===== config.mk =====
export PLATFORM = sky130hd
export DESIGN_NAME = alu_acc
export DESIGN_NICKNAME = d
export VERILOG_FILES = /design/src/rtl/alu_acc.sv
export SDC_FILE = /design/constraint.sdc
export NUM_CORES = 1
export LEC_CHECK = 0
export ABC_AREA = 1
export BUFFER_PORTS_ARGS = -buffer_cell sky130_fd_sc_hd__buf_2
export CAP_MARGIN = 20
export CELL_PAD_IN_SITES_DETAIL_PLACEMENT = 0
export CELL_PAD_IN_SITES_GLOBAL_PLACEMENT = 1
export CORE_UTILIZATION = 25
export DETAILED_ROUTE_END_ITERATION = 16
export PLACE_DENSITY = 0.54
export SETUP_SLACK_MARGIN = 0.3
export SYNTH_ARGS = -nofsm -noshare
export SYNTH_HDL_FRONTEND = slang
export SYNTH_SLANG_ARGS = --single-unit

===== constraint.sdc =====
create_clock -name clk -period 1.8 [get_ports clk]
set_input_delay 0 -clock clk [delete_from_list [all_inputs] [get_ports clk]]
set_output_delay 0 -clock clk [all_outputs]
set_load 0.02 [all_outputs]

===== src/rtl/alu_acc.sv =====
// Single-stage ALU with an internal accumulator and a valid/ready result register.
// The enable input freezes all state and blanks the LED-facing outputs to all-ones.
module alu_acc #(
    parameter int WIDTH = 4,
    parameter bit SAT   = 1'b0
) (
    input  logic             clk,
    input  logic             rst_n,
    input  logic             en,
    input  logic             in_valid,
    output logic             in_ready,
    input  logic [2:0]       op,
    input  logic [WIDTH-1:0] input_a,
    input  logic [WIDTH-1:0] input_b,
    output logic             out_valid,
    input  logic             out_ready,
    output logic [WIDTH-1:0] output_c,
    output logic             carry,
    output logic             ovf,
    output logic             zero
);

    localparam logic [2:0] OP_ADD     = 3'b000;
    localparam logic [2:0] OP_SUB     = 3'b001;
    localparam logic [2:0] OP_AND     = 3'b010;
    localparam logic [2:0] OP_OR      = 3'b011;
    localparam logic [2:0] OP_XOR     = 3'b100;
    localparam logic [2:0] OP_ACC_ADD = 3'b101;
    localparam logic [2:0] OP_ACC_CLR = 3'b110;
    localparam logic [2:0] OP_PASS    = 3'b111;

    localparam logic [WIDTH-1:0] ALL_ONES = {WIDTH{1'b1}};
    localparam logic [WIDTH-1:0] ALL_ZERO = {WIDTH{1'b0}};

    logic [WIDTH-1:0] result_r;
    logic             carry_r;
    logic             ovf_r;
    logic             zero_r;
    logic             out_valid_r;
    logic [WIDTH-1:0] acc_r;

    logic             accept_s;
    logic [WIDTH-1:0] add_x_s;
    logic [WIDTH-1:0] add_y_s;
    logic [WIDTH:0]   sum_s;
    logic [WIDTH:0]   diff_s;
    logic [WIDTH-1:0] res_s;
    logic             carry_s;
    logic             ovf_s;
    logic             acc_load_s;

    assign accept_s = in_valid & in_ready;

    // Datapath: one adder shared by ADD and ACC_ADD, a subtractor for SUB.
    always_comb begin
        add_x_s    = input_a;
        add_y_s    = input_b;
        res_s      = ALL_ZERO;
        carry_s    = 1'b0;
        ovf_s      = 1'b0;
        acc_load_s = 1'b0;
        if (op == OP_ACC_ADD) begin
            add_x_s = acc_r;
            add_y_s = input_a;
        end else begin
            add_x_s = input_a;
            add_y_s = input_b;
        end
        sum_s  = {1'b0, add_x_s} + {1'b0, add_y_s};
        diff_s = {1'b0, input_a} - {1'b0, input_b};
        case (op)
            OP_ADD, OP_ACC_ADD: begin
                carry_s    = sum_s[WIDTH];
                ovf_s      = (add_x_s[WIDTH-1] == add_y_s[WIDTH-1]) &&
                             (sum_s[WIDTH-1] != add_x_s[WIDTH-1]);
                acc_load_s = (op == OP_ACC_ADD);
                if (SAT && sum_s[WIDTH]) begin
                    res_s = ALL_ONES;
                end else begin
                    res_s = sum_s[WIDTH-1:0];
                end
            end
            OP_SUB: begin
                carry_s = diff_s[WIDTH];
                ovf_s   = (input_a[WIDTH-1] != input_b[WIDTH-1]) &&
                          (diff_s[WIDTH-1] != input_a[WIDTH-1]);
                if (SAT && diff_s[WIDTH]) begin
                    res_s = ALL_ZERO;
                end else begin
                    res_s = diff_s[WIDTH-1:0];
                end
            end
            OP_AND:     res_s = input_a & input_b;
            OP_OR:      res_s = input_a | input_b;
            OP_XOR:     res_s = input_a ^ input_b;
            OP_ACC_CLR: begin
                res_s      = ALL_ZERO;
                acc_load_s = 1'b1;
            end
            OP_PASS:    res_s = input_a;
            default:    res_s = ALL_ZERO;
        endcase
    end

    // Result register, flags, valid bit and accumulator; all frozen while en is low.
    always_ff @(posedge clk or negedge rst_n) begin
        if (!rst_n) begin
            result_r    <= ALL_ZERO;
            carry_r     <= 1'b0;
            ovf_r       <= 1'b0;
            zero_r      <= 1'b0;
            out_valid_r <= 1'b0;
            acc_r       <= ALL_ZERO;
        end else if (en) begin
            if (accept_s) begin
                result_r    <= res_s;
                carry_r     <= carry_s;
                ovf_r       <= ovf_s;
                zero_r      <= (res_s == ALL_ZERO);
                out_valid_r <= 1'b1;
                if (acc_load_s) begin
                    acc_r <= res_s;
                end
            end else if (out_valid_r && out_ready) begin
                out_valid_r <= 1'b0;
            end
        end
    end

    // Outputs come straight from registers, only masked by the enable.
    assign in_ready  = en & (~out_valid_r | out_ready);
    assign out_valid = en & out_valid_r;
    assign output_c  = en ? result_r : ALL_ONES;
    assign carry     = en & carry_r;
    assign ovf       = en & ovf_r;
    assign zero      = en & zero_r;

endmodule


==> impl_metrics.tcl, run 1 <==
set metrics [dict create \
    dp_cells 317 \
    powerDensity_mw_per_mm2 623 \
    r2r_start "acc_r[0]$_DFFE_PN0P_" \
    grt_max_degree 13 \
    grt_overflow 0 \
    relSlewSlack_pct 77.3 \
    grt_usage_pct 14.3 \
    hold_violations 0 \
    via_count 1360 \
    root_buffer "clkbuf_8" \
    area_growth_pct 38.1 \
    yosysSeqAreaShare_pct 22.0 \
    timing.fmax_ghz 0.579 \
    ys_top_cells_by_count "64 x nand2_1, 33 x inv_1, 16 x ha_1, 16 x nand3_1, 16 x nor2_1" \
    antenna_found_initial 0 \
    fin_nets 291 \
    ios 25 \
    cp-start-kind "flip-flop" \
    fin_skew_ns 0.00221 \
    yosysWarningCount 0 \
    clk_pin_slew_worst_paths_ns 0.06 \
    arrival_ns 1.91 \
    firstDrtPassIters 4 \
    n_antenna_cell 0 \
    min-delay-start "in_valid" \
    min_path_cells 3 \
    drive_gt1_share_pct 33.2 \
    synth_nets 244 \
    critPathMostFrequentCell "nor2_4" \
    gp_congestion 0.737 \
    wirelength_um 3680 \
    synth_cells 210 \
    post_drt_wl_per_cell_um 11.3 \
    max_slew.worst_pin.slew_ns 0.339 \
    power.total_mw 1.17 \
    status "finished, final reports clean" \
    cts.sinks 12 \
    die-area_mm2 0.00575 \
    setup_violations 0 \
    crit_path_max_incr_delay_ns 0.53 \
    crit_chain "nand2_1, o21ai_1, ha_2, inv_2, fa_2, inv_2, nor2_4, nor2_4, nor2_4, nand3_2, nand2_1" \
    path_depth 11 \
    numCtsBuffers 3 \
    dr_wl_met3_um 99 \
    cp_num_buf_inv 2 \
    via_per_inst 4.17 \
    drtIter0Drc 27 \
    core.rowCount 26 \
    coreArea_mm2 0.00517 \
    cts_tree "built" \
    postSynth.asyncResetShare_pct 100 \
    die_h_um 75.8 \
    h-tree-depth 1 \
    dp_hpwl_um 3060 \
    finalNonFillerCells 326 \
    worstRegToRegCells 11 \
    cap_violations 0 \
    wl_met2_um 1600 \
    synth.most_common_cell "nand2_1" \
    p_leak_nw 1.03 \
    cp-startpoint "acc_r[0]$_DFFE_PN0P_" \
    grt_pass1_wl_um 6150 \
    fin_crit_ns 1.73 \
    clk_latency_ns 0.24 \
    clock_path_buffers 2 \
    fp.dieW_um 75.8 \
    crit_fanout 3 \
    synth_seq_cells 12 \
    synth_edf_count 0 \
    yosys.area.top_type "dfrtp_1" \
    synth_cell_types 27 \
    drc_errors 0 \
    slew_viol_final 0 \
    grt_pass1_vias 1269 \
    ys_top_cells_by_area "dfrtp_1 22%, nand2_1 18%, ha_1 15%" \
    fill_cells 570 \
    syn-mean-instance-area_um2 6.49 \
    path_class "reg -> reg" \
    min_period_over_period_pct 95.9 \
    portBuffers 24 \
    start_util_pct 26.3 \
    netlist_area_mm2 0.00136 \
    met1Wirelength_um 1980 \
    routed.top_layer "met3" \
    synth_top_area_share_pct 22.0 \
    ant_nets 0 \
    required_ns 1.98 \
    vdd_drop_max_mv 0.319 \
    synthFlopType "dfrtp_1" \
    hold_path_class "in -> reg" \
    crit_slowest_cell "fa_2" \
    cp-end-kind "flip-flop" \
    cp_top_family "adder cells" \
    rsz0062_at_grt "true" \
]
[stage by stage]
step / TNS, ns / cell area [um2] / worst slack [ns] / hold WS (ns) / utilization, %
after global routing: -0.0659 / 1880 / -0.0451 / 0.0892 / 36.4
after global placement: -0.196 / 1700 / -0.0570 / -0.103 / 32.9
after CTS: 0 / 1780 / 0.0702 / 0.0477 / 34.5
after floorplan: 0 / 1400 / 0.214 / -0.296 / -
after detailed placement: -0.278 / 1700 / -0.110 / -0.0993 / 32.9
final: 0 / 1880 / 0.0743 / 0.0452 / 36.4
[layer usage]
layer,GRT usage (%),vias to the layer above
met1,22.1,596
met5,0,-
li1,-,746
met2,21.4,18
met4,1.23,0
met3,2.51,0
[where the power goes]
| group | internal [mW] | switching [mW] | total (mW) |
|---|---|---|---|
| Combinational | 0.214 | 0.300 | 0.514 |
| Sequential | 0.331 | 0.0289 | 0.360 |
| Clock | 0.193 | 0.107 | 0.300 |
| Total | 0.738 | 0.435 | 1.17 |
[worst paths after layout]
kind,endpoint,slack [ns]
worst max-delay path,zero_r$_DFFE_PN0P_,0.07
worst min-delay path,out_valid_r$_DFFE_PN0P_,0.05
worst max register to register,zero_r$_DFFE_PN0P_,0.07
worst min register to register,zero_r$_DFFE_PN0P_,0.49
max in group asynchronous,result_r[0]$_DFFE_PN0P_,1.42
min in group asynchronous,result_r[2]$_DFFE_PN0P_,0.16
[placed cells by master, fill, tap and decap left out, types with 2 or more instances in the layout]
| cell | synthesis | layout |
|---|---|---|
| dfrtp_1 | 12 | 12 |
| a21oi_2 | 0 | 2 |
| nand3_4 | 0 | 2 |
| nand3_1 | 16 | 12 |
| inv_1 | 33 | 30 |
| nor2_4 | 1 | 4 |
| nand2_2 | 1 | 2 |
| inv_2 | 7 | 9 |
| nand3_2 | 1 | 3 |
| nand4_1 | 2 | 2 |
| a21oi_1 | 6 | 4 |
| nor2_1 | 16 | 14 |
| buf_4 | 2 | 20 |
| nor2_2 | 4 | 3 |
| o21ai_0 | 10 | 4 |
| buf_2 | 0 | 24 |
| nand2_1 | 64 | 60 |
| o21ai_2 | 0 | 2 |
| clkbuf_8 | 0 | 4 |
| o21ai_1 | 7 | 11 |
| ha_1 | 16 | 15 |
| nand2_4 | 1 | 4 |
[cell type report]
| cell class | count | area, um2 | share of cell area, % |
|---|---|---|---|
| multi-input cells | 155 | 996 | 52.9 |
| flip-flops and latches | 12 | 300 | 16.0 |
| inverters | 40 | 163 | 8.64 |
| repair buffers | 45 | 280 | 14.9 |
| clock buffers | 4 | 55.1 | 2.93 |
| well taps | 70 | 87.6 | 4.65 |
[tightest hold or removal path, cell delays in order]
cell and delay, ns:
buf_2 0.10, nand2_4 0.08, o21ai_0 0.07
[logic make-up after synthesis]
family / synth area share, %
flip-flops: 22.0
XOR/XNOR: 0.643
AND/OR/NAND/NOR: 36.5
buffers and inverters: 12.4
adder cells (fa/ha/maj): 17.6
AO/OA/AOI/OAI: 10.7
[flip-flops by register name (all words and copies together), names as in the netlist]
| name | flops |
|---|---|
| carry_r | 1 |
| acc_r | 4 |
| ovf_r | 1 |
| out_valid_r | 1 |
| zero_r | 1 |
| result_r | 4 |
[what timing repair did]
action | 4_1_cts | 5_1_grt
resized for setup | 4 | 22
hold buffers | 1 | 0
pin swaps | 6 | 9
setup endpoints to repair | 9 | 10
buffers inserted | 1 | 3
hold endpoints to repair | 12 | 0
gates cloned | 0 | 0
(Power assumes the default switching activity.)
==> run 2, diff against run 1 <==
Settings changed: CORE_ASPECT_RATIO set to 0.8.
==> impl_metrics.tcl, run 2 (synthesis results as in run 1) <==
set metrics [dict create \
    top_regs "acc_r (4), result_r (4)" \
    cap_violations 0 \
    start_util_pct 26.6 \
    grt_pass1_vias 1311 \
    drtIter0Drc 67 \
    grt_pass1_wl_um 6410 \
    post-route-util_pct 36.1 \
    path_class "reg -> reg" \
    worstRegToRegCells 10 \
    n_antenna_cell 0 \
    dp_cells 311 \
    required_ns 1.98 \
    timing.fmax_ghz 0.574 \
    placed_cell_area_mm2 0.00171 \
    arrival_ns 1.92 \
    portBuffers 24 \
    powerDensity_mw_per_mm2 597 \
    via_per_inst 4.35 \
    max_slew.worst_pin.slew_ns 0.369 \
    numCtsBuffers 3 \
    hold_violations 0 \
    drive_gt1_share_pct 32.9 \
    post_drt_wl_per_cell_um 11.6 \
    violations "DRC" \
    setup_violations 0 \
    min-delay-start "in_valid" \
    dp_hpwl_um 3100 \
    reg2reg_slack_ns 0.06 \
    clk_pin_slew_worst_paths_ns 0.05 \
    min_path_cells 3 \
    via_count 1379 \
    crit_fanout 3 \
    drc_errors 2 \
    die-area_mm2 0.00575 \
    p_leak_nw 1.03 \
    die_h_um 68.0 \
    clock_path_buffers 2 \
    area_growth_pct 35.7 \
    gp_congestion 0.748 \
    root_buffer "clkbuf_8" \
    cp-start-kind "flip-flop" \
    slew_viol_final 0 \
    status "finished with violations" \
    r2r_end "zero_r$_DFFE_PN0P_" \
    h-tree-depth 1 \
    vdd_drop_max_mv 0.295 \
    core.rowCount 23 \
    fin_nets 291 \
    fp.dieW_um 84.5 \
    finalNonFillerCells 317 \
    antenna_found_initial 0 \
    finalSetupTns_ns 0 \
    clk_latency_ns 0.24 \
    fin_crit_ns 1.74 \
    ant_nets 0 \
    cp-end-kind "flip-flop" \
    min_to "out_valid_r$_DFFE_PN0P_" \
    ios 25 \
    coreArea_mm2 0.00512 \
    final_area_mm2 0.00185 \
    cts.sinks 12 \
    layout_common_cells "59 x nand2_1, 30 x inv_1, 24 x buf_2" \
    cp-startpoint "acc_r[2]$_DFFE_PN0P_" \
    fin_skew_ns 0.00539 \
    rsz0062_at_grt "true" \
    final_common_cell "nand2_1" \
    wirelength_um 3690 \
    grt_usage_pct 14.2 \
    firstDrtPassIters 10 \
    setup_ws_ns 0.0568 \
    hold_path_class "in -> reg" \
    grt_overflow 0 \
    r2r_start "acc_r[2]$_DFFE_PN0P_" \
    cts_tree "built" \
    post-place-ws_ns -0.116 \
    grt_max_degree 13 \
    min_period_over_period_pct 96.8 \
    relSlewSlack_pct 75.3 \
]
-- run 2: critical path, cell delays in order, from the launching register on --
cell and delay, ns:
dfrtp_1 0.39, nand2_1 0.07, o21ai_1 0.06, ha_1 0.36, buf_6 0.14, or2_4 0.24
nand3_2 0.06, nand3_2 0.10, nor2_2 0.13, nand3_1 0.07, nand2_1 0.05
-- run 2: metrics by stage --
stage | hold slack, ns | power (mW)
global placement | -0.103 | 0.822
floorplan | -0.296 | 0.650
CTS | 0.0600 | 1.09
global route | 0.0793 | 1.21
finish | 0.0619 | 1.10
detailed placement | -0.107 | 0.814
-- run 2: power by group --
group	total [mW]	switching (mW)	internal, mW
logic	0.506	0.298	0.209
registers	0.362	0.0310	0.331
clock network	0.236	0.0892	0.147
-- run 2: repair_timing --
action / CTS / global route
pin swaps: 8 / 11
endpoints found under the setup margin: 9 / 9
hold buffers: 1 / 0
setup buffers: 2 / 0
resized for setup: 13 / 13
hold endpoints to repair: 12 / 0
-- run 2: metal layers --
layer  track usage, %  up-vias  routed length, um
li1                 -      743                  -
met1             21.9      611               2120
met2             21.5       25               1430
met3             2.41        0                134
met4            0.636        0                  0
met5                0        -                  0
-- run 2: worst max-delay path by stage --
stage,to,slack [ns],depth (start not counted)
2_1_floorplan,zero_r$_DFFE_PN0P_,0.21,15
3_3_place_gp,ovf_r$_DFFE_PN0P_,-0.09,15
3_5_place_dp,zero_r$_DFFE_PN0P_,-0.12,14
4_1_cts,zero_r$_DFFE_PN0P_,0.05,11
5_1_grt,ovf_r$_DFFE_PN0P_,-0.03,11
6_report,zero_r$_DFFE_PN0P_,0.06,10
-- run 2: area by class of cell --
type	count	area (um2)
fill	572	3270
timing repair buffer	45	292
multi-input combinational	155	976
inverter	40	163
sequential	12	300
clock buffer	3	41.3
tap	62	77.6
==> run 3, diff against run 2 <==
Settings changed: ABC_AREA 1 to unset, PLACE_DENSITY 0.54 to 0.52.
==> impl_metrics.tcl, run 3 <==
set metrics [dict create \
    min-delay-start "in_valid" \
    postSynth.asyncResetShare_pct 100 \
    final_common_cell "buf_2" \
    fill_cells 535 \
    register_area_um2 300 \
    grt_max_degree 18 \
    drtIter0Drc 37 \
    n_antenna_cell 0 \
    crit_slowest_cell "dfrtp_1" \
    hold_violations 0 \
    ys_top_cells_by_count "21 x inv_1, 16 x ha_1, 14 x o21ai_0, 13 x nand2_1, 12 x dfrtp_1" \
    dp_hpwl_um 2830 \
    min_period_over_period_pct 108 \
    post_drt_wl_per_cell_um 13.1 \
    worstRegToRegCells 7 \
    crit_chain "mux2_4, ha_4, a21o_1, a21oi_2, xor2_1, a22oi_2, o41ai_2" \
    h-tree-depth 1 \
    clock_path_buffers 2 \
    ys_top_cells_by_area "dfrtp_1 23%, ha_1 15%, mux2_2 7.7%" \
    drive_gt1_share_pct 38.9 \
    cp-start-kind "flip-flop" \
    grt_pass1_vias 1202 \
    placed_cell_area_mm2 0.00168 \
    cap_violations 0 \
    synth.most_common_cell "inv_1" \
    cp_top_family "compound AO/OA/AOI/OAI gates" \
    relSlewSlack_pct 71.8 \
    holdWs_ns 0.0382 \
    drc_errors 0 \
    layout_common_cells "23 x buf_2, 20 x inv_1, 17 x buf_4" \
    via_per_inst 4.60 \
    slew_viol_final 0 \
    die-area_mm2 0.00556 \
    top_regs "acc_r (4), result_r (4)" \
    synthFlopType "dfrtp_1" \
    setup_ws_ns -0.142 \
    via_count 1197 \
    coreArea_mm2 0.00504 \
    fin_skew_ns 0.000960 \
    fp.dieW_um 83.1 \
    r2r_start "acc_r[1]$_DFFE_PN0P_" \
    multi_input_area_mm2 0.00101 \
    p_leak_nw 0.889 \
    cp_num_buf_inv 0 \
    yosysSeqAreaShare_pct 22.8 \
    root_buffer "clkbuf_8" \
    arrival_ns 2.08 \
    syn-mean-instance-area_um2 8.43 \
    max_slew.worst_pin.slew_ns 0.421 \
    firstDrtPassIters 6 \
    fin_nets 233 \
    synth_seq_cells 12 \
    timing.fmax_ghz 0.515 \
    core.rowCount 23 \
    path_class "reg -> reg" \
    synth_top_area_share_pct 22.8 \
    hold_path_class "in -> reg" \
    fin_crit_ns 1.94 \
    area_growth_pct 37.8 \
    synth_edf_count 0 \
    cp-end-kind "flip-flop" \
    ant_nets 0 \
    crit_path_max_incr_delay_ns 0.39 \
    wirelength_um 3400 \
    min_path_cells 3 \
    portBuffers 24 \
    violations "setup timing" \
    min_to "zero_r$_DFFE_PN0P_" \
    grt_overflow 0 \
    finalNonFillerCells 260 \
    required_ns 1.94 \
    ios 25 \
    yosysWarningCount 0 \
    powerDensity_mw_per_mm2 668 \
    cts.sinks 12 \
    reg2reg_slack_ns -0.14 \
    synth_nets 190 \
    netlist_area_mm2 0.00132 \
    grt_pass1_wl_um 5600 \
    post-place-ws_ns -0.299 \
    dp_cells 254 \
    status "finished with violations" \
    setup_violations 4 \
    synth_cell_types 38 \
    final_area_mm2 0.00181 \
    numCtsBuffers 3 \
    vdd_drop_max_mv 0.250 \
    r2r_end "zero_r$_DFFE_PN0P_" \
    start_util_pct 26.1 \
    crit_fanout 3 \
    clk_latency_ns 0.23 \
    die_h_um 66.9 \
    rsz0062_at_grt "true" \
    synth_cells 156 \
    cts_tree "built" \
    cp-startpoint "acc_r[1]$_DFFE_PN0P_" \
    antenna_found_initial 0 \
    yosys.area.top_type "dfrtp_1" \
    clk_pin_slew_worst_paths_ns 0.05 \
    grt_usage_pct 12.6 \
    gp_congestion 0.803 \
]
## run 3: worst reg2reg max path, stage by stage (launching register included)
cell and delay (ns):
dfrtp_1 0.39, mux2_4 0.30, ha_4 0.21, a21o_1 0.17
a21oi_2 0.16, xor2_1 0.21, a22oi_2 0.11, o41ai_2 0.30
## run 3: routing by layer
metal / wire length, um / track usage (%) / vias up
met5: 0 / 0 / -
met4: 0 / 0.862 / 0
met3: 55 / 2.23 / 0
met2: 1590 / 21.2 / 11
met1: 1750 / 17.5 / 574
li1: - / - / 612
## run 3: through the flow
stage / setup TNS, ns / power (mW) / utilization, %
after floorplan: -0.0379 / 0.714 / -
after global routing: -1.20 / 1.30 / 36.0
final: -0.472 / 1.21 / 36.0
after global placement: -1.63 / 0.881 / 33.4
after CTS: -0.595 / 1.23 / 35.8
after detailed placement: -2.14 / 0.890 / 33.4
## run 3: layout make-up
cell class | instances | area share, %
tap | 62 | 4.28
sequential | 12 | 16.6
multi-input combinational | 117 | 55.9
clock buffer | 4 | 3.04
timing repair buffer | 44 | 15.8
inverter | 21 | 4.35
## run 3: logic make-up (layout without fill, tap and decap cells)
| kind of cell | after synthesis | after routing | share of synthesized area [%] |
|---|---|---|---|
| muxes | 11 | 11 | 9.23 |
| xor gates and xnor gates | 5 | 5 | 3.33 |
| adders and majority gates | 18 | 18 | 18.3 |
| and+or+nand+nor | 44 | 44 | 17.9 |
| AOI/OAI and AO/OA | 39 | 39 | 20.5 |
| buffers and inverters | 27 | 69 | 7.99 |
| DFF | 12 | 12 | 22.8 |
## run 3: where the power goes
part | internal (mW) | switching [mW] | leakage [nW] | total [mW]
clock network | 0.193 | 0.0930 | 0.0288 | 0.286
registers | 0.344 | 0.0383 | 0.148 | 0.383
logic | 0.268 | 0.274 | 0.712 | 0.542
## run 3: how the worst max path moves through the flow
stage	end	slack, ns	cells past startpoint
after floorplan	zero_r$_DFFE_PN0P_	-0.02	7
after global placement	zero_r$_DFFE_PN0P_	-0.22	11
after detailed placement	zero_r$_DFFE_PN0P_	-0.30	11
after CTS	zero_r$_DFFE_PN0P_	-0.16	7
after global routing	zero_r$_DFFE_PN0P_	-0.23	7
final	zero_r$_DFFE_PN0P_	-0.14	7
## run 3: what timing repair did
| item | CTS | global route |
|---|---|---|
| endpoints found under the hold margin | 12 | 0 |
| setup endpoints to repair | 9 | 9 |
| hold buffers | 1 | 0 |
| buffers inserted | 1 | 0 |
| pin swaps | 11 | 5 |
| gates resized for setup | 11 | 1 |
